**config.mk**
```make
export PLATFORM = sky130hd
export DESIGN_NAME = iram_loader
export DESIGN_NICKNAME = d
export VERILOG_FILES = /design/src/rtl/loader_pkg.sv /design/src/rtl/loader_byte_pack.sv /design/src/rtl/iram_loader.sv
export SDC_FILE = /design/constraint.sdc
export NUM_CORES = 1
export LEC_CHECK = 0
export CAP_MARGIN = 20
export CORE_MARGIN = 3
export CORE_UTILIZATION = 61
export CTS_BUF_LIST = sky130_fd_sc_hd__clkbuf_8
export CTS_CLUSTER_SIZE = 40
export DETAILED_ROUTE_END_ITERATION = 7
export MAX_ROUTING_LAYER = met4
export PLACE_DENSITY = 0.88
export SYNTH_ARGS = -nofsm -noshare
export SYNTH_HDL_FRONTEND = slang
export SYNTH_HIERARCHICAL = 1
export SYNTH_SLANG_ARGS = --single-unit
```
**constraint.sdc**
```tcl
create_clock -name clock -period 5.5 [get_ports clock]
set_clock_uncertainty 0.2 [all_clocks]
set_input_delay 1.1 -clock clock [delete_from_list [all_inputs] [get_ports clock]]
set_output_delay 1.1 -clock clock [all_outputs]
set_load 0.05 [all_outputs]
```
**src/rtl/loader_pkg.sv**
```systemverilog
// Shared definitions for the instruction RAM loader: FSM encoding and
// default geometry of the instruction RAM.
package loader_pkg;

    localparam int ADDR_W_DEF = 9;
    localparam int DEPTH_DEF  = 512;

    typedef enum logic [2:0] {
        IDLE    = 3'd0,
        LEN_HI  = 3'd1,
        LEN_LO  = 3'd2,
        DATA_HI = 3'd3,
        DATA_LO = 3'd4,
        WRITE   = 3'd5,
        DONE    = 3'd6
    } state_e;

endpackage

```
**src/rtl/loader_byte_pack.sv**
```systemverilog
// Byte-to-word assembler: latches a high byte and presents it concatenated
// with the current byte, so the low byte is used straight off the stream.
module loader_byte_pack (
    input  logic        clock,
    input  logic        rst_n,
    input  logic        cap_hi_i,
    input  logic [7:0]  byte_i,
    output logic [15:0] word_o
);

    logic [7:0] hi_q;

    always_ff @(posedge clock or negedge rst_n) begin
        if (!rst_n)        hi_q <= '0;
        else if (cap_hi_i) hi_q <= byte_i;
    end

    assign word_o = {hi_q, byte_i};

endmodule

```
**src/rtl/iram_loader.sv**
```systemverilog
// Streams a big-endian length header plus 16-bit words from a byte
// interface into instruction RAM, then releases the core.
module iram_loader
    import loader_pkg::*;
#(
    parameter int ADDR_W = ADDR_W_DEF,
    parameter int DEPTH  = DEPTH_DEF
) (
    input  logic              clock,
    input  logic              rst_n,
    input  logic              load_req,
    input  logic              byte_valid,
    input  logic [7:0]        byte_data,
    output logic              byte_ready,
    output logic              iram_write_en,
    output logic [ADDR_W-1:0] iram_addr,
    output logic [15:0]       iram_data,
    output logic              core_start,
    output logic              busy,
    output logic              len_err
);

    state_e            state_q, state_d;
    logic [ADDR_W:0]   cnt_q, cnt_d, cnt_inc;
    logic [15:0]       len_q, len_d;
    logic              err_q, err_d;
    logic [ADDR_W-1:0] addr_q, addr_d;
    logic [15:0]       data_q, data_d;
    logic              cap_hi;
    logic              accept;
    logic [15:0]       word;

    loader_byte_pack u_pack (
        .clock    (clock),
        .rst_n    (rst_n),
        .cap_hi_i (cap_hi),
        .byte_i   (byte_data),
        .word_o   (word)
    );

    assign byte_ready = (state_q == LEN_HI) || (state_q == LEN_LO) ||
                        (state_q == DATA_HI) || (state_q == DATA_LO);
    assign accept     = byte_valid && byte_ready;
    assign cnt_inc    = cnt_q + 1'b1;

    always_ff @(posedge clock or negedge rst_n) begin
        if (!rst_n) begin
            state_q <= IDLE;
            cnt_q   <= '0;
            len_q   <= '0;
            err_q   <= 1'b0;
            addr_q  <= '0;
            data_q  <= '0;
        end else begin
            state_q <= state_d;
            cnt_q   <= cnt_d;
            len_q   <= len_d;
            err_q   <= err_d;
            addr_q  <= addr_d;
            data_q  <= data_d;
        end
    end

    always_comb begin
        state_d = state_q;
        cnt_d   = cnt_q;
        len_d   = len_q;
        err_d   = err_q;
        addr_d  = addr_q;
        data_d  = data_q;
        cap_hi  = 1'b0;
        unique case (state_q)
            IDLE, DONE: begin
                if (load_req) begin
                    state_d = LEN_HI;
                    cnt_d   = '0;
                    err_d   = 1'b0;
                end
            end
            LEN_HI: begin
                if (accept) begin
                    cap_hi  = 1'b1;
                    state_d = LEN_LO;
                end
            end
            LEN_LO: begin
                if (accept) begin
                    if (word == 16'd0 || word > 16'(DEPTH)) begin
                        err_d   = 1'b1;
                        state_d = IDLE;
                    end else begin
                        len_d   = word;
                        state_d = DATA_HI;
                    end
                end
            end
            DATA_HI: begin
                if (accept) begin
                    cap_hi  = 1'b1;
                    state_d = DATA_LO;
                end
            end
            DATA_LO: begin
                // Address/data are registered here so the RAM sees them in
                // WRITE and they hold afterwards without extra muxing.
                if (accept) begin
                    addr_d  = cnt_q[ADDR_W-1:0];
                    data_d  = word;
                    state_d = WRITE;
                end
            end
            WRITE: begin
                cnt_d   = cnt_inc;
                state_d = (16'(cnt_inc) == len_q) ? DONE : DATA_HI;
            end
            default: state_d = IDLE;
        endcase
    end

    assign iram_write_en = (state_q == WRITE);
    assign iram_addr     = addr_q;
    assign iram_data     = data_q;
    assign core_start    = (state_q == DONE);
    assign busy          = (state_q != IDLE) && (state_q != DONE);
    assign len_err       = err_q;

endmodule

```
==> results of run 1 <==
[final cells by class]
| class | count | area, um^2 |
|---|---|---|
| tap | 67 | 83.8 |
| inverter | 4 | 15.0 |
| sequential | 63 | 1580 |
| clock inverter | 6 | 85.1 |
| clock buffer | 10 | 138 |
| fill | 335 | 1090 |
| timing repair buffer | 43 | 440 |
| multi-input combinational | 171 | 1330 |
[worst reg2reg max path, cell delays in order (launching register included)]
cell,delay (ps)
dfrtp_1,490
ha_1,370
nand2_1,190
o41ai_1,470
o22ai_1,240
o41a_1,490
[cell usage after synthesis, types with 2 or more instances]
cell type,n
nand4_1,3
buf_6,2
a21oi_1,6
nand3_1,4
o41ai_1,2
a211o_1,2
nor3_1,4
o31ai_1,2
nand2b_1,3
nor3b_1,4
xor2_1,6
clkbuf_1,2
and2_2,6
nor2_1,16
and3b_1,2
and2_1,2
mux2_4,11
dfrtp_1,63
inv_1,3
xnor2_1,8
o22ai_1,2
o21ai_0,20
nor2b_1,4
buf_2,4
mux2_2,32
nand2_1,14
buf_4,8
nor4_1,3
[stage by stage]
step	util, %	cell area [um^2]	total power, mW	worst slack [ps]
after floorplan	-	3030	1.39	2640
after global placement	71.8	3410	1.65	1950
after detailed placement	72.4	3440	1.68	2090
after CTS	77.1	3660	2.13	1720
after global routing	77.1	3660	2.22	1550
final	77.1	3660	2.12	1700
[logic make-up (layout without fill, tap and decap cells)]
group,Yosys count,after routing,synth area share (%)
and+or+nand+nor,70,70,12.5
muxes,44,44,17.7
buffers and inverters,21,63,4.62
AOI/OAI and AO/OA,42,42,8.71
DFF,63,63,52.0
adders and majority gates,1,1,0.413
xor gates and xnor gates,14,14,4.04
[flip-flops by register name, summed over array words and instances (netlist names)]
register,cells
cnt_q,10
iram_addr,9
iram_data,16
len_err,1
len_q,16
state_q,3
u_pack/hi_q,8
[power groups by stage]
| stage | Sequential [mW] | Clock (mW) | Combinational (mW) |
|---|---|---|---|
| 2_1_floorplan | 0.974 | 0 | 0.414 |
| 3_3_place_gp | 0.737 | 0 | 0.910 |
| 3_5_place_dp | 0.748 | 0 | 0.930 |
| 4_1_cts | 0.743 | 0.448 | 0.942 |
| 5_1_grt | 0.766 | 0.469 | 0.987 |
| 6_report | 0.745 | 0.444 | 0.936 |
[layer usage]
metal	vias to the layer above	GRT usage, %
li1	980	-
met4	0	14.1
met5	-	-
met2	72	35.8
met1	1074	29.3
met3	19	4.96
[path summary, 6_finish.rpt]
path	start	to	slack, ps	depth (start not counted)
max	state_q[2]$_DFFE_PN0P_	iram_write_en	1700	4
min	len_q[13]$_DFFE_PN0P_	len_q[13]$_DFFE_PN0P_	300	1
max reg2reg	cnt_q[0]$_DFFE_PN0P_	state_q[0]$_DFFE_PN0P_	2930	5
min reg2reg	len_q[13]$_DFFE_PN0P_	len_q[13]$_DFFE_PN0P_	300	1
max in group asynchronous	rst_n	len_err$_DFFE_PN0P_	3880	2
min in group asynchronous	rst_n	iram_addr[8]$_DFFE_PN0P_	700	2
==> impl_metrics.toml, run 1 <==
[yosys]
yosys_warnings = 6
syn_inst = 255
ys_seq_area_share_pct = 52.0
synth_area_per_cell_um2 = 11.9
synth_fp_nets = 268
netlist_area_um2 = 3030
synth_seq_cells = 63
synth_cell_type_count = 45
async_flop_share_pct = 100
synth_top_area_share_pct = 52.0
synth_top_cell_by_area = "dfrtp_1"
yosys_most_used_dff = "dfrtp_1"
synth_area_leaders = "dfrtp_1 52%, mux2_2 12%, mux2_4 5.4%, o21ai_0 3.3%, xnor2_1 2.3%"
synth-edff-count = 0

[critical_path]
critPathMaxStageDelay_ps = 850
crit_slowest_cell = "clkdlybuf4s50_1"
worstPathMaxFanout = 12
worstPathRequired_ps = 4200
end_kind = "output pin"
cp_cell_sequence = "nor2b_1, nand2_2, clkinv_1, clkdlybuf4s50_1"
worst-path-buf-inv = 2
critPathLaunchType = "flop"
critical_path.top_delay_family = "buffers and inverters"
crit_type = "reg2out"
cp.arrival_ps = 2500

[global_routing]
grt_pass1_vias = 2093
antenna_found_initial = 0
grt_max_degree = 64
grt_use_total_pct = 23.6
grt_pass1_wl_mm = 10.4
grt_overflow_total = 0

[routing]
drtPass1Iterations = 4
routed_wl_mm = 6.18
avgViaCountPerCell = 5.89
dr.first_iter.drc_count = 224
wl_met3_um = 307
ant_nets = 0
dr_total_vias = 2145
drc_errors = 0
m1WireLength_mm = 2.70
highest_layer = "met4"
dr_wl_met2_mm = 3.00
routedWlPerCell_um = 17.0

[pwr]
power.leakage_nw = 1.62
p_sw_share_pct = 40.4
ir_drop_mv = 0.345
internal_power_mw = 1.27
power_density_nw_per_um2 = 580
clkPwrFrac_pct = 20.9
p_seq_share_pct = 35.0
power_frac_comb_pct = 44.0
p_sw_mw = 0.859

[floorplanning]
fp.dieH_um = 76.5
die_w_um = 76.5
io_pins = 42
start_util_pct = 63.8
num_rows = 25
core_um2 = 4750
dieArea_um2 = 5850

[timing]
period_needed_ps = 3800
worst_pin_slew_ps = 969
hold_violations = 0
fin_crit_sh_pct = 69.1
rsz0062_at_grt = "no"
finalSetupTns_ps = 0
finalMaxSlewViolations = 0
fmax_mhz = 263
max-slew-margin-rel_pct = 35.1
hold_slack_ps = 298
setup_viol = 0

[layout]
diodes = 0
final_cell_count_no_fill = 364
syn2layout_area_growth_pct = 20.9
layout_commonest_cell = "dfrtp_1"
drive_gt1_share_pct = 24.2
layout_common_cells = "63 x dfrtp_1, 40 x clkdlybuf4s50_1, 32 x mux2_2"
nets = 305

[cts]
postCtsSetupBuffers = 0
hold_buffers = 0
tritoncts = "built"
cts.path.max_buffers = 2
ctsResizeCount = 0
numCtsBuffers = 9
cts_root_buffer = "clkbuf_8"
htreeDepth = 3
clkTransAtPathRegs_ps = 60
clock-sinks = 63
clk_latency_ps = 350

[place]
gp_congestion = 0.857
dp.cells = 348
hpwl_mm = 4.08
port_buffers = 41

[run_status]
status = "complete, no violations"

[min_path]
min_path_type = "reg2reg"

[flow_run]
cap_violations = 0
Note: power is estimated with default switching activity, not from simulation.
==> inputs of run 2 (changes only) <==
Settings changed: CORE_UTILIZATION 61 to 51, PLACE_DENSITY 0.88 to 0.78.
Clock period 5.5 ns to 3.1 ns, I/O delays scaled along.
==> run 2 against run 1 <==
Compared with the run above:
- sequential share of layout area down 0.86 points
- power up 86%
- critical path depth down 1
- worst hold slack worse by 180 ps
- die area up 18%
- worst setup slack worse by 1400 ps
- clock-buffer cell count down 1
- register-to-register slack worse by 2200 ps
- first-iteration DRC count down 31%
- highest routed layer unchanged
==> impl_metrics.toml, run 2 (synthesis gave the netlist of run 1 again) <==
[run_status]
status = "complete, no violations"

[layout]
multiInputGateArea_um2 = 1330
drive_gt1_share_pct = 26.4
final_cell_count_no_fill = 375
layout_commonest_cell = "dfrtp_1"
regArea_um2 = 1580
layout_common_cells = "63 x dfrtp_1, 38 x clkdlybuf4s50_1, 32 x mux2_2"
nets = 311
diodes = 0
fillers = 419
syn2layout_area_growth_pct = 23.4

[cts]
clk_latency_ps = 350
htreeDepth = 3
ctsResizeCount = 0
clock-sinks = 63
tritoncts = "built"
hold_buffers = 0
postCtsSetupBuffers = 0
cts_root_buffer = "clkbuf_8"
numCtsBuffers = 9
clkTransAtPathRegs_ps = 80
cts.path.max_buffers = 2

[pwr]
power_density_nw_per_um2 = 1060
ir_drop_mv = 0.782
power.leakage_nw = 1.68

[floorplanning]
num_rows = 27
start_util_pct = 53.7
dieArea_um2 = 6910
core_um2 = 5640
die_w_um = 83.1
io_pins = 42
fp.dieH_um = 83.1

[critical_path]
cp.arrival_ps = 1970
critPathLaunchType = "flop"
worstPathRequired_ps = 2280
reg2regPathDepth = 5
rrSetupSlack_ps = 720
critPathMaxStageDelay_ps = 810
cp_cell_sequence = "nor2_1, xnor2_1, clkdlybuf4s50_1"
crit_slowest_cell = "clkdlybuf4s50_1"
end_kind = "output pin"
r2r-start = "cnt_q[3]$_DFFE_PN0P_"
worst-path-buf-inv = 1
crit_type = "reg2out"
critical_path.top_delay_family = "buffers and inverters"
worstPathMaxFanout = 12
r2r-end = "state_q[0]$_DFFE_PN0P_"

[routing]
avgViaCountPerCell = 5.55
drc_errors = 0
drtPass1Iterations = 4
routed_wl_mm = 6.25
dr.first_iter.drc_count = 154
dr_total_vias = 2081
ant_nets = 0
routedWlPerCell_um = 16.7

[timing]
setup_viol = 0
hold_violations = 0
rsz0062_at_grt = "no"
worst_pin_slew_ps = 687
fin_crit_sh_pct = 89.9
finalMaxSlewViolations = 0
max-slew-margin-rel_pct = 54.2
period_needed_ps = 2790
finalSetupTns_ps = 0
fmax_mhz = 359

[global_routing]
grt_use_total_pct = 20.3
grt_overflow_total = 0
antenna_found_initial = 0
grt_pass1_wl_mm = 10.8
grt_max_degree = 31
grt_pass1_vias = 2149

[place]
port_buffers = 41
dp.cells = 359
gp_congestion = 0.849
hpwl_mm = 4.38

[min_path]
min_path_type = "in2async"

[flow_run]
cap_violations = 0
[run 2: report_power, final]
group	switching, mW	internal, mW
sequential	0.222	1.08
combinational	0.975	0.715
clock	0.340	0.618
total	1.54	2.42
[run 2: worst max-delay path by stage]
stage	to	slack, ps	cells after the start	start
after global routing	iram_write_en	190	4	state_q[1]$_DFFE_PN0P_
after CTS	busy	100	4	state_q[1]$_DFFE_PN0P_
final	byte_ready	310	3	state_q[0]$_DFFE_PN0P_
after global placement	len_q[6]$_DFFE_PN0P_	210	5	byte_data[4]
after detailed placement	len_q[1]$_DFFE_PN0P_	170	5	byte_data[4]
after floorplan	len_q[7]$_DFFE_PN0P_	720	7	byte_data[4]
[run 2: layer usage]
| metal | track usage [%] | share of wire (%) |
|---|---|---|
| met5 | - | 0 |
| met2 | 30.0 | 46 |
| met3 | 6.15 | 6.4 |
| met1 | 26.7 | 46 |
| met4 | 7.13 | 1.4 |
[run 2: through the flow]
step	hold WS [ps]	cell area, um^2	total power, mW	util [%]	worst slack (ps)
floorplan	124	3030	2.46	-	719
global placement	283	3470	2.98	61.5	212
detailed placement	286	3470	3.02	61.5	165
CTS	132	3740	3.98	66.2	97.7
global route	150	3740	4.15	66.3	192
finish	115	3740	3.95	66.3	314
[run 2: layout make-up]
class                           instances  area share, %
Clock buffer                            9           3.31
Multi-Input combinational cell        171           35.5
Timing Repair Buffer                   49           12.4
Sequential cell                        63           42.2
Clock inverter                          7           3.81
Inverter                                4          0.401
Tap cell                               72           2.41
==> patch 1 (flow settings as in run 2) <==
Make the reset (`rst_n`) synchronous in 2 clocked blocks.
--- a/src/rtl/loader_byte_pack.sv
+++ b/src/rtl/loader_byte_pack.sv
@@ -12,3 +12,3 @@
 
-    always_ff @(posedge clock or negedge rst_n) begin
+    always_ff @(posedge clock) begin
         if (!rst_n)        hi_q <= '0;
--- a/src/rtl/iram_loader.sv
+++ b/src/rtl/iram_loader.sv
@@ -45,3 +45,3 @@
 
-    always_ff @(posedge clock or negedge rst_n) begin
+    always_ff @(posedge clock) begin
         if (!rst_n) begin
Function: differs if rst_n is asserted again (counterexample within 4 cycles, from zero or initial values and one cycle with rst_n low); with rst_n held inactive, the same outputs for 10 cycles.
==> patch 1 against run 2 <==
Sequential share of layout area down 7.3 points. Sequential cell count did not move. Final area fell by 3.3%. Critical path type unchanged. Area after synthesis fell by 4.0%. Non-clock buffer count rose by 12. Routed wire length up 11%. Worst setup slack worse by 0.054 ns.
Power is not compared: it rests on default switching activity, and its combinational part moved more than twofold at a synthesized area within 25%.
==> patch 1: results (changes against run 2) <==
[synthesis]
synthCells=349  ; was 255
synth_fp_nets=362  ; was 268
synthTopCellsByArea=dfxtp_1, nand2_1, a21oi_1, mux2i_1, xnor2_1  ; was dfrtp_1, mux2_2, mux2_4, o21ai_0, xnor2_1
ys_top_cells_by_count=dfxtp_1, nand2_1, a21oi_1  ; was dfrtp_1, mux2_2, o21ai_0
yosysSeqAreaShare=0.433  ; was 0.520

[final_layout]
stdcell_count=466  ; was 375
multi_input_area_um2=1470  ; was 1330 µm²

[critical_path]
cpPeakStageDelay_ns=0.61  ; was 0.81 ns
critPathTopFamily=flip-flops  ; was buffers and inverters
worst_r2r_path_depth=7  ; was 5
cp_slowest_cell=dfxtp_1  ; was clkdlybuf4s50_1
cp-startpoint=state_q[2]$_SDFFE_PN0P_  ; was state_q[0]$_DFFE_PN0P_
cp_max_fo=14  ; was 12

[grt]
grt_max_degree=30  ; was 31
use_met2=0.366  ; was 0.300
grt.met1_usage=0.288  ; was 0.267
use_met3=0.0691  ; was 0.0615

[detailed_routing]
dr_wl_met2_mm=3.39  ; was 2.87 mm
drt_iter0_markers=202  ; was 154
wl_per_cell_um=14.9  ; was 16.7 µm
wl_met1_mm=3.18  ; was 2.90 mm
vias=2554  ; was 2,081

[run_status]
status=finished, final reports clean  ; unchanged

[worst_hold_path]
hold_path_class=reg2reg  ; was in2async

[placement]
dpl.hpwl_mm=4.89  ; was 4.38 mm
pre_cts_ws_ns=0.0517  ; was 0.165 ns
postPlaceCellArea_um2=3400  ; was 3470 µm²

[sta]
whs_ns=0.254  ; was 0.115 ns

[cts]
post_cts_resized=1  ; was 0

patch 1: logic make-up after synthesis:
family | share of synthesized area
fa+ha+maj | 0.00430
mux | 0.0653
xor+xnor | 0.0451
buf+inv | 0.0658
simple gates | 0.244
compound gates | 0.142
flops | 0.433
patch 1: worst min-delay path, cell delays in order, from the launching register on:
cell and delay, ns:
dfxtp_1 0.31, nand2_1 0.05, a21oi_1 0.05
patch 1: layout make-up:
cell class	instances	share of cell area
Multi-Input combinational cell	251	0.406
Inverter	5	0.00519
Timing Repair Buffer	61	0.159
Clock buffer	10	0.0381
Clock inverter	6	0.0190
Sequential cell	63	0.349
Tap cell	70	0.0242
patch 1: worst max-delay path by stage:
stage                             end  cells past startpoint
2_1_floorplan   len_q[0]$_SDFFE_PN0P_                      7
3_3_place_gp   len_q[11]$_SDFFE_PN0P_                      7
3_5_place_dp   len_q[12]$_SDFFE_PN0P_                      7
4_1_cts                    byte_ready                      3
5_1_grt                          busy                      4
6_report                         busy                      4
==> patch 2 (config.mk and constraints of run 2) <==
Made on the original files. `ADDR_W_DEF`: 9 -> 8.
--- a/src/rtl/loader_pkg.sv
+++ b/src/rtl/loader_pkg.sv
@@ -4,3 +4,3 @@
 
-    localparam int ADDR_W_DEF = 9;
+    localparam int ADDR_W_DEF = 8;
     localparam int DEPTH_DEF  = 512;
Interface: changed (resized iram_addr); port bits go from 42 to 41. No check against the original RTL was run, so the function may have changed too.
==> patch 2 against run 2 <==
First-iteration DRC count decreased by 42%. Final area is 4.8% lower. Area after synthesis decreased by 2.6%. Die area decreased by 2.5%. Critical path depth is 1 higher. Worst hold slack worse by 0.040 ns. Count of clock-buffer cells in the layout unchanged. Sequential cell count down 2. Utilization is 2.0 points lower. Total power decreased by 4.4%. Routed wire length fell by 4.9%. Worst setup slack got worse by 0.065 ns. Synthesized cell count rose by 1.6%.
==> patch 2: results (changes against run 2) <==
[final_layout]
drive_gt1_frac=0.237  ; was 0.264
nFillCells=452  ; was 419
nets=308  ; was 311
antenna_cells=0  ; unchanged

[critical_path]
cp_max_fo=12  ; unchanged
r2r_end=state_q[0]$_DFFE_PN0P_  ; unchanged
r2r-start=cnt_q[0]$_DFFE_PN0P_  ; was cnt_q[3]$_DFFE_PN0P_
worst_r2r_path_depth=6  ; was 5
cp_data_arrival_time_ns=2.03  ; was 1.97 ns
r2r_slack_ns=0.50  ; was 0.72 ns

[synthesis]
ys_top_cells_by_count=dfrtp_1, mux2_2, nor2_1  ; was dfrtp_1, mux2_2, o21ai_0
async_reset_ff_frac=1.00  ; unchanged
synth_cell_type_count=47  ; was 45
synth_fp_nets=272  ; was 268
yosysSeqAreaShare=0.517  ; was 0.520
synthTopCellsByArea=dfrtp_1, mux2_2, mux2_4, o21ai_0, buf_4  ; was dfrtp_1, mux2_2, mux2_4, o21ai_0, xnor2_1
synth_warnings=6  ; unchanged

[power_and_ir_drop]
p_switching_uw=1590  ; was 1540 µW
p_leak_uw=0.00158  ; was 0.00168 µW
ir_drop_mv=0.681  ; was 0.782 mV

[detailed_routing]
drt_wl_total_mm=5.94  ; was 6.25 mm
vias_per_cell=5.54  ; was 5.55
drt_iter0_markers=90  ; was 154
firstDrtPassIters=4  ; unchanged

[worst_hold_path]
hold_path_class=in2async  ; unchanged

[grt]
grt_pass1_vias=1938  ; was 2,149
grt_max_degree=28  ; was 31
grt_pass1_wl_mm=9.70  ; was 10.8 mm
grt_usage=0.202  ; was 0.203

[placement]
numPortBuffers=40  ; was 41
dpl.hpwl_mm=4.22  ; was 4.38 mm
gp_congestion=0.892  ; was 0.849

[cts]
cts_root_buffer=clkbuf_8  ; unchanged
path_clk_slew_ns=0.07
cts_buffer_depth=2  ; unchanged
htree_num_levels=3  ; unchanged

[run_status]
status=finished, final reports clean  ; unchanged

[sta]
max-slew-margin-rel=0.613  ; was 0.542

-- patch 2: changes by cell type after synthesis, sizes merged, moves of 3 or more --
cell	before	now
inv	3	6
o32a	0	3
nor3b	4	1
o21ai	20	16
clkbuf	2	5
-- patch 2: worst max path at each step --
stage / startpoint / endpoint / slack [ns] / depth (start not counted)
3_5_place_dp: byte_data[4] / len_q[9]$_DFFE_PN0P_ / 0.21 / 7
2_1_floorplan: byte_data[4] / len_q[6]$_DFFE_PN0P_ / 0.58 / 7
4_1_cts: state_q[2]$_DFFE_PN0P_ / busy / 0.06 / 4
5_1_grt: state_q[1]$_DFFE_PN0P_ / iram_write_en / 0.06 / 4
6_report: state_q[2]$_DFFE_PN0P_ / iram_write_en / 0.25 / 4
3_3_place_gp: byte_data[4] / len_q[8]$_DFFE_PN0P_ / 0.24 / 7
-- patch 2: metrics by stage --
stage               std cells  hold slack, ns  instance area (µm²)  worst slack [ns]
global placement          356           0.271                 3360             0.238
CTS                       372          0.0865                 3560            0.0567
finish                    372          0.0754                 3560             0.249
floorplan                 259           0.124                 2950             0.579
global route              372           0.106                 3560            0.0576
detailed placement        356           0.273                 3360             0.213
-- patch 2: final cells by class --
type	instances	area (µm²)	share of cell area
Sequential cell	61	1530	0.429
Clock buffer	9	124	0.0348
Clock inverter	7	75.1	0.0211
Tap cell	72	90.1	0.0253
Inverter	7	26.3	0.00738
Timing Repair Buffer	47	448	0.126
Multi-Input combinational cell	169	1270	0.357
-- patch 2: worst max-delay path: stages, from the launching register on --
cell and delay [ns]:
dfrtp_1 0.50, nor2b_1 0.23, nand2_1 0.34, clkinv_1 0.34, buf_4 0.29
-- patch 2: per-layer routing --
layer	vias to the layer above	wire length (µm)	track usage
met3	8	308	0.0548
met4	0	77	0.0814
met5	-	0	-
li1	988	-	-
met2	54	2800	0.287
met1	1011	2760	0.273
-- patch 2: logic make-up (layout without fill, tap and decap cells) --
group / Yosys count / after routing / share of synthesized area
adders and majority gates: 1 / 1 / 0.00424
xor gates and xnor gates: 10 / 10 / 0.0297
DFF: 61 / 61 / 0.517
muxes: 42 / 42 / 0.170
buffers and inverters: 29 / 70 / 0.0543
and+or+nand+nor: 73 / 73 / 0.131
AOI/OAI and AO/OA: 43 / 43 / 0.0933
-- patch 2: power by group through the flow --
stage	Clock, µW	Sequential [µW]	Combinational (µW)
floorplan	0	1750	808
finish	698	1330	1750
CTS	710	1330	1770
global route	754	1370	1860
global placement	0	1330	1740
detailed placement	0	1350	1760
-- patch 2: what timing repair did --
| item | in CTS | in global routing |
|---|---|---|
| resized for setup | 0 | 1 |
| buffers inserted | 0 | 0 |
| endpoints found under the setup margin | 0 | 1 |
